===== src/rtl/wb_trace_buffer.sv =====
// Write-back trace capture: show-ahead FIFO of {PC, dest reg, data} for committed register writes.
// Optional build macro TRACE_SKIP_ZERO_EN: writes to $zero are never captured.
module wb_trace_buffer #(
    parameter int DEPTH = 16,
    parameter int AW    = 4,
    parameter int CNTW  = 8
) (
    input  logic            Clk,
    input  logic            Rst,
    input  logic            Capture_En,
    input  logic            WB_RegWrite,
    input  logic [4:0]      WB_WriteReg,
    input  logic [31:0]     WB_WriteData,
    input  logic [31:0]     WB_PC,
    output logic            Rd_Valid,
    output logic [31:0]     Rd_PC,
    output logic [4:0]      Rd_Reg,
    output logic [31:0]     Rd_Data,
    input  logic            Rd_Ack,
    output logic [AW:0]     Count,
    output logic            Full,
    output logic            Overflow,
    output logic [CNTW-1:0] Drop_Count
);

    localparam int EW = 69;
    localparam logic [AW:0] FULL_CNT = (AW+1)'(DEPTH);

    logic [EW-1:0]   mem [DEPTH];
    logic [EW-1:0]   head;
    logic [AW-1:0]   wr_ptr;
    logic [AW-1:0]   rd_ptr;
    logic [AW:0]     count_q;
    logic            overflow_q;
    logic [CNTW-1:0] drop_q;

    logic empty;
    logic full;
    logic skip;
    logic push_req;
    logic pop;
    logic push;
    logic drop;

`ifdef TRACE_SKIP_ZERO_EN
    assign skip = (WB_WriteReg == 5'd0);
`else
    assign skip = 1'b0;
`endif

    assign empty    = (count_q == '0);
    assign full     = (count_q == FULL_CNT);
    assign push_req = Capture_En & WB_RegWrite & ~skip;
    assign pop      = ~empty & Rd_Ack;
    // A pop on the same edge frees a slot, so a full FIFO still accepts the push.
    assign push     = push_req & (~full | pop);
    assign drop     = push_req & full & ~pop;

    always_ff @(posedge Clk) begin
        if (Rst) begin
            wr_ptr     <= '0;
            rd_ptr     <= '0;
            count_q    <= '0;
            overflow_q <= 1'b0;
            drop_q     <= '0;
        end else begin
            if (push) wr_ptr <= wr_ptr + AW'(1);
            if (pop)  rd_ptr <= rd_ptr + AW'(1);
            case ({push, pop})
                2'b10:   count_q <= count_q + (AW+1)'(1);
                2'b01:   count_q <= count_q - (AW+1)'(1);
                default: count_q <= count_q;
            endcase
            if (drop) overflow_q <= 1'b1;
            if (drop && (drop_q != '1)) drop_q <= drop_q + CNTW'(1);
        end
    end

    // Storage needs no reset; empty gating keeps stale contents off the outputs.
    always_ff @(posedge Clk) begin
        if (push && !Rst) mem[wr_ptr] <= {WB_PC, WB_WriteReg, WB_WriteData};
    end

    always_comb begin
        head     = mem[rd_ptr];
        Rd_Valid = ~empty;
        Rd_PC    = '0;
        Rd_Reg   = '0;
        Rd_Data  = '0;
        if (!empty) begin
            Rd_PC   = head[68:37];
            Rd_Reg  = head[36:32];
            Rd_Data = head[31:0];
        end
    end

    assign Count      = count_q;
    assign Full       = full;
    assign Overflow   = overflow_q;
    assign Drop_Count = drop_q;

endmodule


===== config.mk =====
export PLATFORM = sky130hd
export DESIGN_NAME = wb_trace_buffer
export DESIGN_NICKNAME = d
export VERILOG_FILES = /design/src/rtl/wb_trace_buffer.sv
export SDC_FILE = /design/constraint.sdc
export NUM_CORES = 1
export LEC_CHECK = 0
export ABC_CLOCK_PERIOD_IN_PS = 14400
export CAP_MARGIN = 15
export CORE_MARGIN = 4
export CORE_UTILIZATION = 52
export CTS_CLUSTER_DIAMETER = 200
export CTS_CLUSTER_SIZE = 20
export DETAILED_ROUTE_END_ITERATION = 16
export PLACE_DENSITY = 0.76
export REMOVE_ABC_BUFFERS = 1
export SYNTH_ARGS = -nofsm -noshare
export SYNTH_HDL_FRONTEND = slang
export SYNTH_SLANG_ARGS = --single-unit

===== constraint.sdc =====
create_clock -name Clk -period 14.4 [get_ports Clk]
set_input_delay 2.88 -clock Clk [delete_from_list [all_inputs] [get_ports Clk]]
set_output_delay 2.88 -clock Clk [all_outputs]
set_load 0.005 [all_outputs]

==> results of run 1 <==
## flip-flops by register name (all words and copies together), names as in the netlist, named ones only
register and count:
Count 5, Drop_Count 8, Overflow 1, mem 1104, rd_ptr 4, wr_ptr 4
## placed cells by master (no fill, tap or decap), types with 14 or more instances in the layout
| cell type | instances |
|---|---|
| clkdlybuf4s50_1 | 158 |
| a21oi_1 | 14 |
| edfxtp_1 | 1104 |
| clkbuf_16 | 69 |
| dfxtp_1 | 23 |
| mux4_2 | 276 |
| nor2_4 | 16 |
| o22ai_1 | 69 |
| buf_4 | 37 |
| mux2i_1 | 141 |
## per-layer routing
metal  up-vias  routed length, um  global-route usage (%)
li1       8243                  -                       -
met2       848              44700                    33.2
met5         -                 72                       0
met3       108               7610                    4.89
met1     10546              37400                    30.6
met4        10               1350                    4.36
## layout make-up
type                    instances  area, sq um
multi-input cells             626         9120
well taps                    1070         1340
clock buffers                  82         1780
inverters                       7         26.3
diodes                          8         20.0
repair buffers                198         1920
fillers                      5694        34300
clock inverters                 3         28.8
flip-flops and latches       1130        33700
## cells by family after synthesis
logic type      count (synthesis)
compound gates                118
xor+xnor                        6
fa+ha+maj                       8
buf+inv                       111
flops                        1130
mux                           417
simple gates                   77
## power groups by stage
stage	registers [mW]	clock network, mW	logic (mW)
6_report	3.69	1.84	1.58
5_1_grt	3.70	2.02	1.70
4_1_cts	3.69	1.89	1.61
3_5_place_dp	3.76	0	1.60
3_3_place_gp	3.76	0	1.58
2_1_floorplan	3.89	0	1.08
## path summary, 6_finish.rpt
kind / startpoint / to / depth (start not counted) / slack, ns
max reg2reg: Count[1]$_SDFFE_PP0P_ / mem[12][63]$_DFFE_PP_ / 5 / 10.75
min reg2reg: Overflow$_SDFFE_PP0P_ / Overflow$_SDFFE_PP0P_ / 2 / 0.46
max: register / Rd_Data[5] / 5 / 7.30
min: Overflow$_SDFFE_PP0P_ / Overflow$_SDFFE_PP0P_ / 2 / 0.46
## critical path: stages (launching register included)
cell	delay, ns
dfxtp_4	0.90
buf_12	0.73
mux4_2	0.60
mux2i_1	0.39
o22ai_1	0.25
clkdlybuf4s50_1	0.54
==> summary.md, run 1 <==
| Metric | Value |
|---|---|
| Clock root cell | clkbuf_16 |
| Total power draw | 7.11 mW |
| Share of the synthesized area in the top cell type | 76.8% |
| Max clock buf depth | 3 |
| Pre-CTS setup slack | 7.75 ns |
| PwrDens | 148 nW/um^2 |
| Hold Path Class | register to register |
| DRC violations left | 0 |
| Cell accounting for the most synthesized area | edfxtp_1 |
| Psw | 1.79 mW |
| Max cap viols | 0 |
| Post-DP HPWL | around 45 mm |
| Initial Utilization | 52.5% |
| Final Wtd Congestion | 0.753 |
| Synth unique cells | 55 |
| Internal power | 5.32 mW |
| Async SR Flop Fraction | 0% |
| WHS | 0.455 ns |
| Mapped Area | 43200 sq um |
| GR Overflow Total | 0 |
| Setup Buffers After CTS | 0 |
| DR WL/cell | 29.2 um |
| Synth area leaders | edfxtp_1 77%, mux4_2 14%, mux2i_1 3.3%, dfxtp_1 1.2%, o22ai_1 1.0% |
| CTS buffer count | 66 |
| Register share of total power | 51.9% |
| Largest family of logic cells by synthesized area | multiplexers |
| Skew-Pair Late Insertion Delay | ~0.62 ns |
| Fin Clk Skew | about 0.026 ns |
| CTS H-Tree Depth | 3 |
| Adder-Cell Fraction of Synth Area | 0.232% |
| Gates resized, CTS repair | 0 |
| Main synth FF type | edfxtp_1 |
| Initial DRC count | 2083 |
| Seq/Total Area, Yosys | 78.0% |
| Hold Vio Cnt, Final | 0 |
| Post-layout net count | roughly 2100 |
| CORE AREA | 82200 sq um |
| Clock share of power | about a quarter |
| Share of cells above drive strength 1 | about 20% |
| Total GRT Usage | roughly a fifth |
| Leakage | ~14 nW |
| Simple-Gate Fraction of Synth Area | less than 1% |
| First-pass GRT wire length | 135 mm |
| Fin. max-slew vios | 0 |
| Final Non-Filler Cells | between 3000 and 4000 |
| Vias after detailed routing | 19755 |
| Period utilisation layout | 49.3% |
| WS Path Type | register to output port |
| TritonCTS Sinks | 1130 |
| Worst setup margin | approximately 7.3 ns |
| Design area | approximately 48000 sq um |
| Tmin final | 7.10 ns |
| Number of flops mapped to enable cells by yosys | between 1000 and 1500 |
| Post-synthesis compound-gate area fraction | 1.82% |
| WP data required | between 10 and 15 ns |
| Die Outline Area | 87700 sq um |
| Most frequent cell after synthesis | edfxtp_1 |
| Initial antenna violation count | 12 |
| Status | complete, no violations |
| Largest net degree at the start of global routing | 153 |
| RSZ-0062 raised after global routing | no |
| IO Port Bufs | 158 |
| Fmax | ~140 MHz |
| Final wirelength | roughly 90 mm |
| CP arrival | 4.22 ns |
| CTS tree | yes |
| Slew @ Worst Pin | 1.19 ns |
| Die Width | slightly below 300 um |
| Finished Core Util | about three fifths |
| Clock transition at path regs | around 0.090 ns |
| # hold bufs at CTS | 0 |
| Number of global-route vias before repair | 20643 |
| Num ports | 159 |
| Post-synthesis register bit count | about 1100 |
| FP Rows | approximately 110 |
| Final setup violation count | 0 |
| Synth Area in XOR/XNOR | 0.122% |
| Vias per inst | 6.32 |
| Critical path fanouts, max | 116 |
| Rel. slew slack | 21.0% |
| # placed instances | around 3000 |
| Initial DRT Pass Iterations | 5 |
| CP startpoint kind | register |
| Proportion of synthesized area in mux cells | between 15 and 20% |
| Final setup TNS | 0 ns |
| Ys Warns | 0 |
| Cells after Synth | between 1500 and 2000 |
| Leading cell types by count after synthesis | 1104 x edfxtp_1, 276 x mux4_2, 141 x mux2i_1 |
| DP Area | 46100 sq um |
| Max IR drop VDD | 200 uV |
| Sw Share | approximately a quarter |
| Avg Cell Area, Syn | ~23 sq um |
| Critical path endpoint category | output port |
| Final ANT Viol Nets | 0 |
| Synthesis-to-layout area growth | 11.0% |
| Die height | 296 um |
| Comb power frac | roughly 22% |
No activity file was read; power rests on OpenSTA's default activity.
==> run 2, diff against run 1 <==
--- a/config.mk
+++ b/config.mk
@@ -5,14 +5,14 @@
 export SDC_FILE = /design/constraint.sdc
 export NUM_CORES = 1
 export LEC_CHECK = 0
-export ABC_CLOCK_PERIOD_IN_PS = 14400
+export ABC_CLOCK_PERIOD_IN_PS = 6390
 export CAP_MARGIN = 15
 export CORE_MARGIN = 4
 export CORE_UTILIZATION = 52
 export CTS_CLUSTER_DIAMETER = 200
 export CTS_CLUSTER_SIZE = 20
 export DETAILED_ROUTE_END_ITERATION = 16
-export PLACE_DENSITY = 0.76
+export PLACE_DENSITY = 0.78
 export REMOVE_ABC_BUFFERS = 1
 export SYNTH_ARGS = -nofsm -noshare
 export SYNTH_HDL_FRONTEND = slang
==> constraint.sdc (replaced) <==
create_clock -name Clk -period 6.39 [get_ports Clk]
set_input_delay 1.278 -clock Clk [delete_from_list [all_inputs] [get_ports Clk]]
set_output_delay 1.278 -clock Clk [all_outputs]
set_load 0.005 [all_outputs]
==> run 2 against run 1 <==
  * Die area is the same
  * Sequential share of layout area shrank 0.35 points
  * First-iteration DRC count up 10%
  * Setup slack got worse by 6.0 ns
  * Final area up 0.50%
  * Critical path depth increased by 1
  * Sequential power is 130% higher
  * Total power increased by 130%
  * Via count up 0.69%
  * Clock skew increased by 0.00083 ns
  * Register-to-register slack worse by 7.6 ns
  * Critical path type unchanged
  * Critical endpoint is now Rd_Data[26]
==> summary.md, run 2 (same netlist as run 1, synthesis figures left out) <==
| Metric | Value |
|---|---|
| Status | complete, no violations |
| CTS buffer count | 66 |
| Initial Utilization | a little over half |
| Post-layout net count | ~2100 |
| Fin. max-slew vios | 0 |
| Period utilisation layout | 79.0% |
| Die Width | 296 um |
| DR WL/cell | 29.0 um |
| Fmax | 198 MHz |
| Slowest CP cell | nand2_4 |
| Worst setup margin | 1.34 ns |
| Final wirelength | ~91 mm |
| Most common cell after layout, fill and taps aside | edfxtp_1 |
| Vias per inst | 6.36 |
| Final ANT Viol Nets | 0 |
| CP arrival | 3.77 ns |
| Vias after detailed routing | 19892 |
| Gates resized, CTS repair | 0 |
| Final Wtd Congestion | between 0.7 and 0.8 |
| Leakage | 14.0 nW |
| First-pass GRT wire length | around 140 mm |
| Max incr delay on CP | 0.82 ns |
| Max cap viols | 0 |
| CP startpoint kind | register |
| TritonCTS Sinks | between 1000 and 1500 |
| Worst path bufs/invs | 2 |
| Number of global-route vias before repair | about 21000 |
| Fin Clk Skew | 0.0264 ns |
| Clock root cell | clkbuf_16 |
| Setup Buffers After CTS | 0 |
| Cells along the critical path | nor4_4, nand2_1, nand2_4, buf_4, o22ai_1, clkdlybuf4s50_1 |
| CTS H-Tree Depth | 3 |
| Rel. slew slack | 24.5% |
| Hold Vio Cnt, Final | 0 |
| Clock transition at path regs | 0.09 ns |
| Crit path max-delay family | simple AND/OR/NAND/NOR gates |
| Die Outline Area | between 80000 and 90000 sq um |
| Num ports | 159 |
| Commonest cells after routing, fill and taps aside | 1104 x edfxtp_1, 276 x mux4_2, 158 x clkdlybuf4s50_1 |
| Share of cells above drive strength 1 | 20.9% |
| Pre-CTS setup slack | 1.72 ns |
| DRC violations left | 0 |
| WS Path Type | register to output port |
| Critical path endpoint category | output port |
| Largest net degree at the start of global routing | 70 |
| Die height | 296 um |
| Total GRT Usage | 20.9% |
| Flip-flop count of the largest register after layout | 1104 |
| # hold bufs at CTS | 0 |
| Max IR drop VDD | 347 uV |
| Post-DP HPWL | 49.0 mm |
| Initial antenna violation count | 8 |
| CORE AREA | 82200 sq um |
| Slew @ Worst Pin | 1.13 ns |
| CTS tree | yes |
| Tmin final | 5.05 ns |
| Final setup TNS | 0 ns |
| Initial DRC count | about 2300 |
| Synthesis-to-layout area growth | 11.5% |
| FP Rows | roughly 110 |
| IO Port Bufs | 158 |
| GR Overflow Total | 0 |
| RSZ-0062 raised after global routing | no |
| Initial DRT Pass Iterations | 7 |
| Critical path fanouts, max | 58 |
| Max clock buf depth | 3 |
| Final setup violation count | 0 |
| Most flops, register | mem |
| Skew-Pair Late Insertion Delay | 0.62 ns |
| Hold Path Class | register to register |
| WP data required | 5.11 ns |
| PwrDens | ~330 nW/um^2 |
## run 2: cell count changes in the layout (fill, tap and decap cells not counted), sizes merged
cell / change
clkbuf: -1
diode: -7
buf: +11
## run 2: path summary, 6_finish.rpt
| path | start | cells after the start | slack [ns] | endpoint |
|---|---|---|---|---|
| max | Count[0]$_SDFFE_PP0P_ | 6 | 1.34 | Rd_Data[26] |
| min | Overflow$_SDFFE_PP0P_ | 2 | 0.46 | Overflow$_SDFFE_PP0P_ |
| max reg2reg | Count[1]$_SDFFE_PP0P_ | 5 | 3.11 | mem[5][26]$_DFFE_PP_ |
| min reg2reg | Overflow$_SDFFE_PP0P_ | 2 | 0.46 | Overflow$_SDFFE_PP0P_ |
## run 2: cell type report
cell class                 count  area (sq um)
inverter                       7          26.3
clock buffer                  81          1770
fill                        5575         34100
antenna                        1          2.50
tap                         1070          1340
sequential                  1130         33700
multi-input combinational    626          9120
timing repair buffer         209          2180
clock inverter                 3          28.8
## run 2: through the flow
stage	cell area [sq um]	cells	hold slack, ns	power, mW	util [%]
4_1_cts	48000	3122	0.467	16.2	58.4
2_1_floorplan	42700	1763	0.436	10.5	-
3_5_place_dp	46200	3038	0.451	12.2	56.2
5_1_grt	48200	3126	0.491	16.8	58.6
6_report	48200	3127	0.465	16.1	58.6
3_3_place_gp	46200	3038	0.439	12.1	56.2
## run 2: worst register-to-register path: cells and delay by family (launching register included)
family / cells / cell delay (ns)
buffers and inverters: 1 / 0.50
AO/OA/AOI/OAI: 1 / 0.49
flip-flops: 1 / 0.59
AND/OR/NAND/NOR: 3 / 1.33
## run 2: where the power goes
part,switching [mW],leakage (nW),total (mW),internal [mW]
clock network,2.19,0.880,4.15,1.96
logic,1.74,3.02,3.64,1.90
registers,0.132,10.1,8.31,8.18
## run 2: layer usage
layer / global-route usage [%] / routed length [um] / vias to the layer above
met5: 0 / 88 / -
met1: 30.6 / 36400 / 10552
li1: - / - / 8263
met2: 33.3 / 45000 / 954
met4: 3.75 / 1230 / 12
met3: 4.70 / 8060 / 111
==> run 3, diff against run 2 <==
--- a/config.mk
+++ b/config.mk
@@ -5,14 +5,14 @@
 export SDC_FILE = /design/constraint.sdc
 export NUM_CORES = 1
 export LEC_CHECK = 0
-export ABC_CLOCK_PERIOD_IN_PS = 6390
+export ABC_CLOCK_PERIOD_IN_PS = 5100
 export CAP_MARGIN = 15
 export CORE_MARGIN = 4
 export CORE_UTILIZATION = 52
 export CTS_CLUSTER_DIAMETER = 200
 export CTS_CLUSTER_SIZE = 20
 export DETAILED_ROUTE_END_ITERATION = 16
-export PLACE_DENSITY = 0.78
+export PLACE_DENSITY = 0.76
 export REMOVE_ABC_BUFFERS = 1
 export SYNTH_ARGS = -nofsm -noshare
 export SYNTH_HDL_FRONTEND = slang
==> constraint.sdc (replaced) <==
create_clock -name Clk -period 5.1 [get_ports Clk]
set_input_delay 1.02 -clock Clk [delete_from_list [all_inputs] [get_ports Clk]]
set_output_delay 1.02 -clock Clk [all_outputs]
set_load 0.005 [all_outputs]
==> run 3 against run 2 <==
  * Core utilization grew 0.13 points
  * Critical path depth is the same
  * Via count shrank 1.7%
==> summary.md, run 3 (same netlist as run 1, synthesis figures left out) <==
| Metric | Value |
|---|---|
| PwrDens | 418 nW/um^2 |
| WP data required | 4.08 ns |
| # hold bufs at CTS | 0 |
| Clock transition at path regs | around 0.09 ns |
| DRC violations left | 0 |
| IO Port Bufs | 158 |
| DR WL/cell | around 28 um |
| CP arrival | 3.55 ns |
| Status | complete, no violations |
| Cells along the critical path | nor4_4, nand2_1, nand2b_4, buf_16, o22ai_1, clkdlybuf4s50_1 |
| Reg2Reg Setup Slack | 2.29 ns |
| Number of global-route vias before repair | approximately 21000 |
| Cell depth of the worst setup path | 6 |
| RSZ-0062 raised after global routing | no |
| CORE AREA | 82200 sq um |
| Tmin final | between 4 and 5 ns |
| Post-layout net count | 2130 |
| Gates resized, CTS repair | 0 |
| CP startpoint kind | register |
| Max clock buf depth | 3 |
| Fin. max-slew vios | 0 |
| Skew-Pair Late Insertion Delay | 0.60 ns |
| Critical path endpoint category | output port |
| Die Width | 296 um |
| Largest net degree at the start of global routing | 79 |
| Max incr delay on CP | 0.56 ns |
| Max cap viols | 0 |
| Total GRT Usage | 20.6% |
| Share of cells above drive strength 1 | 21.2% |
| Initial DRC count | 1912 |
| FF-to-FF End | mem[10][29]$_DFFE_PP_ |
| FF+latch area | 33700 sq um |
| Period utilisation layout | just under 90% |
| Initial antenna violation count | 9 |
| Worst Setup SP | Count[1]$_SDFFE_PP0P_ |
| Flip-flop count of the largest register after layout | 1104 |
| Final wirelength | around 89 mm |
| Num ports | ~160 |
| CTS buffer count | between 60 and 70 |
| Initial DRT Pass Iterations | 5 |
| Die height | 296 um |
| FP Rows | 105 |
| CP Capture Point | Rd_PC[22] |
| Most common cell after layout, fill and taps aside | edfxtp_1 |
| Max IR drop VDD | 431 uV |
| WHS | 0.466 ns |
| CTS H-Tree Depth | 3 |
| Clock root cell | clkbuf_16 |
| Setup Buffers After CTS | 0 |
| R2R depth | 5 |
| Vias after detailed routing | 19546 |
| TritonCTS Sinks | 1130 |
| Post-DP HPWL | 46.7 mm |
| GR Overflow Total | 0 |
| Commonest cells after routing, fill and taps aside | 1104 x edfxtp_1, 276 x mux4_2, 158 x clkdlybuf4s50_1 |
| Fmax | 219 MHz |
| Finished Core Util | 58.7% |
| Initial Utilization | 52.5% |
| Rel. slew slack | between 30% and 40% |
| Final setup violation count | 0 |
| Die Outline Area | between 80000 and 90000 sq um |
| Final ANT Viol Nets | 0 |
| Hold Path Class | register to register |
| First-pass GRT wire length | roughly 130 mm |
| Leakage | 14.1 nW |
| Total power draw | 20.2 mW |
| Hold Vio Cnt, Final | 0 |
| Crit path max-delay family | simple AND/OR/NAND/NOR gates |
| CTS tree | yes |
| Fill count | 5686 |
| Most flops, register | mem |
| Multi-input gate area | 9120 sq um |
| Final Wtd Congestion | 0.755 |
| Vias per inst | slightly above 6 |
| Worst path bufs/invs | 2 |
| Fin Clk Skew | 0.0211 ns |
| Reg-to-Reg Start | Count[1]$_SDFFE_PP0P_ |
| Slew @ Worst Pin | 0.920 ns |
| Synthesis-to-layout area growth | 11.8% |
| Slowest CP cell | nor4_4 |
| WS Path Type | register to output port |
| Critical path fanouts, max | 47 |
[run 3: cell count changes in the layout (fill, tap and decap cells not counted), sizes merged]
cell   delta
buf       +8
diode     +5
[run 3: how the worst min path moves through the flow]
stage / depth (start not counted) / startpoint / end
floorplan: 2 / Overflow$_SDFFE_PP0P_ / Overflow$_SDFFE_PP0P_
global placement: 2 / Overflow$_SDFFE_PP0P_ / Overflow$_SDFFE_PP0P_
detailed placement: 2 / Overflow$_SDFFE_PP0P_ / Overflow$_SDFFE_PP0P_
CTS: 2 / Overflow$_SDFFE_PP0P_ / Overflow$_SDFFE_PP0P_
global route: 2 / Overflow$_SDFFE_PP0P_ / Overflow$_SDFFE_PP0P_
finish: 2 / Overflow$_SDFFE_PP0P_ / Overflow$_SDFFE_PP0P_
[run 3: per-stage QoR]
stage | setup TNS [ns] | instances | cell area (sq um) | worst slack, ns
2_1_floorplan | -583.09 | 1763 | 42700 | -8.45
3_3_place_gp | 0 | 3048 | 46400 | 0.808
3_5_place_dp | 0 | 3050 | 46400 | 1.20
4_1_cts | 0 | 3134 | 48200 | 0.506
5_1_grt | 0 | 3135 | 48300 | 0.339
6_report | 0 | 3140 | 48300 | 0.533
[run 3: routing by layer]
layer  global-route usage [%]  routed length, um
met5                        0                 39
met4                     4.48               1500
met3                     3.60               5890
met2                     33.7              44500
met1                     30.0              37100
[run 3: worst reg2reg max path, delay by kind of cell (launching register included)]
kind / cells / cell delay (ns)
buffers and inverters: 1 / 0.65
AOI/OAI and AO/OA: 1 / 0.44
and+or+nand+nor: 3 / 0.69
DFF: 1 / 0.59
[run 3: layout make-up]
cell class	count	area share (%)
diodes	6	0.0311
well taps	1070	2.77
inverters	7	0.0544
clock buffers	81	3.67
multi-input cells	626	18.9
flip-flops and latches	1130	69.8
repair buffers	217	4.72
clock inverters	3	0.0596
[run 3: where the power goes]
part | total, mW | internal [mW] | switching, mW
clock | 5.19 | 2.46 | 2.73
sequential | 10.4 | 10.2 | 0.117
combinational | 4.61 | 2.44 | 2.17
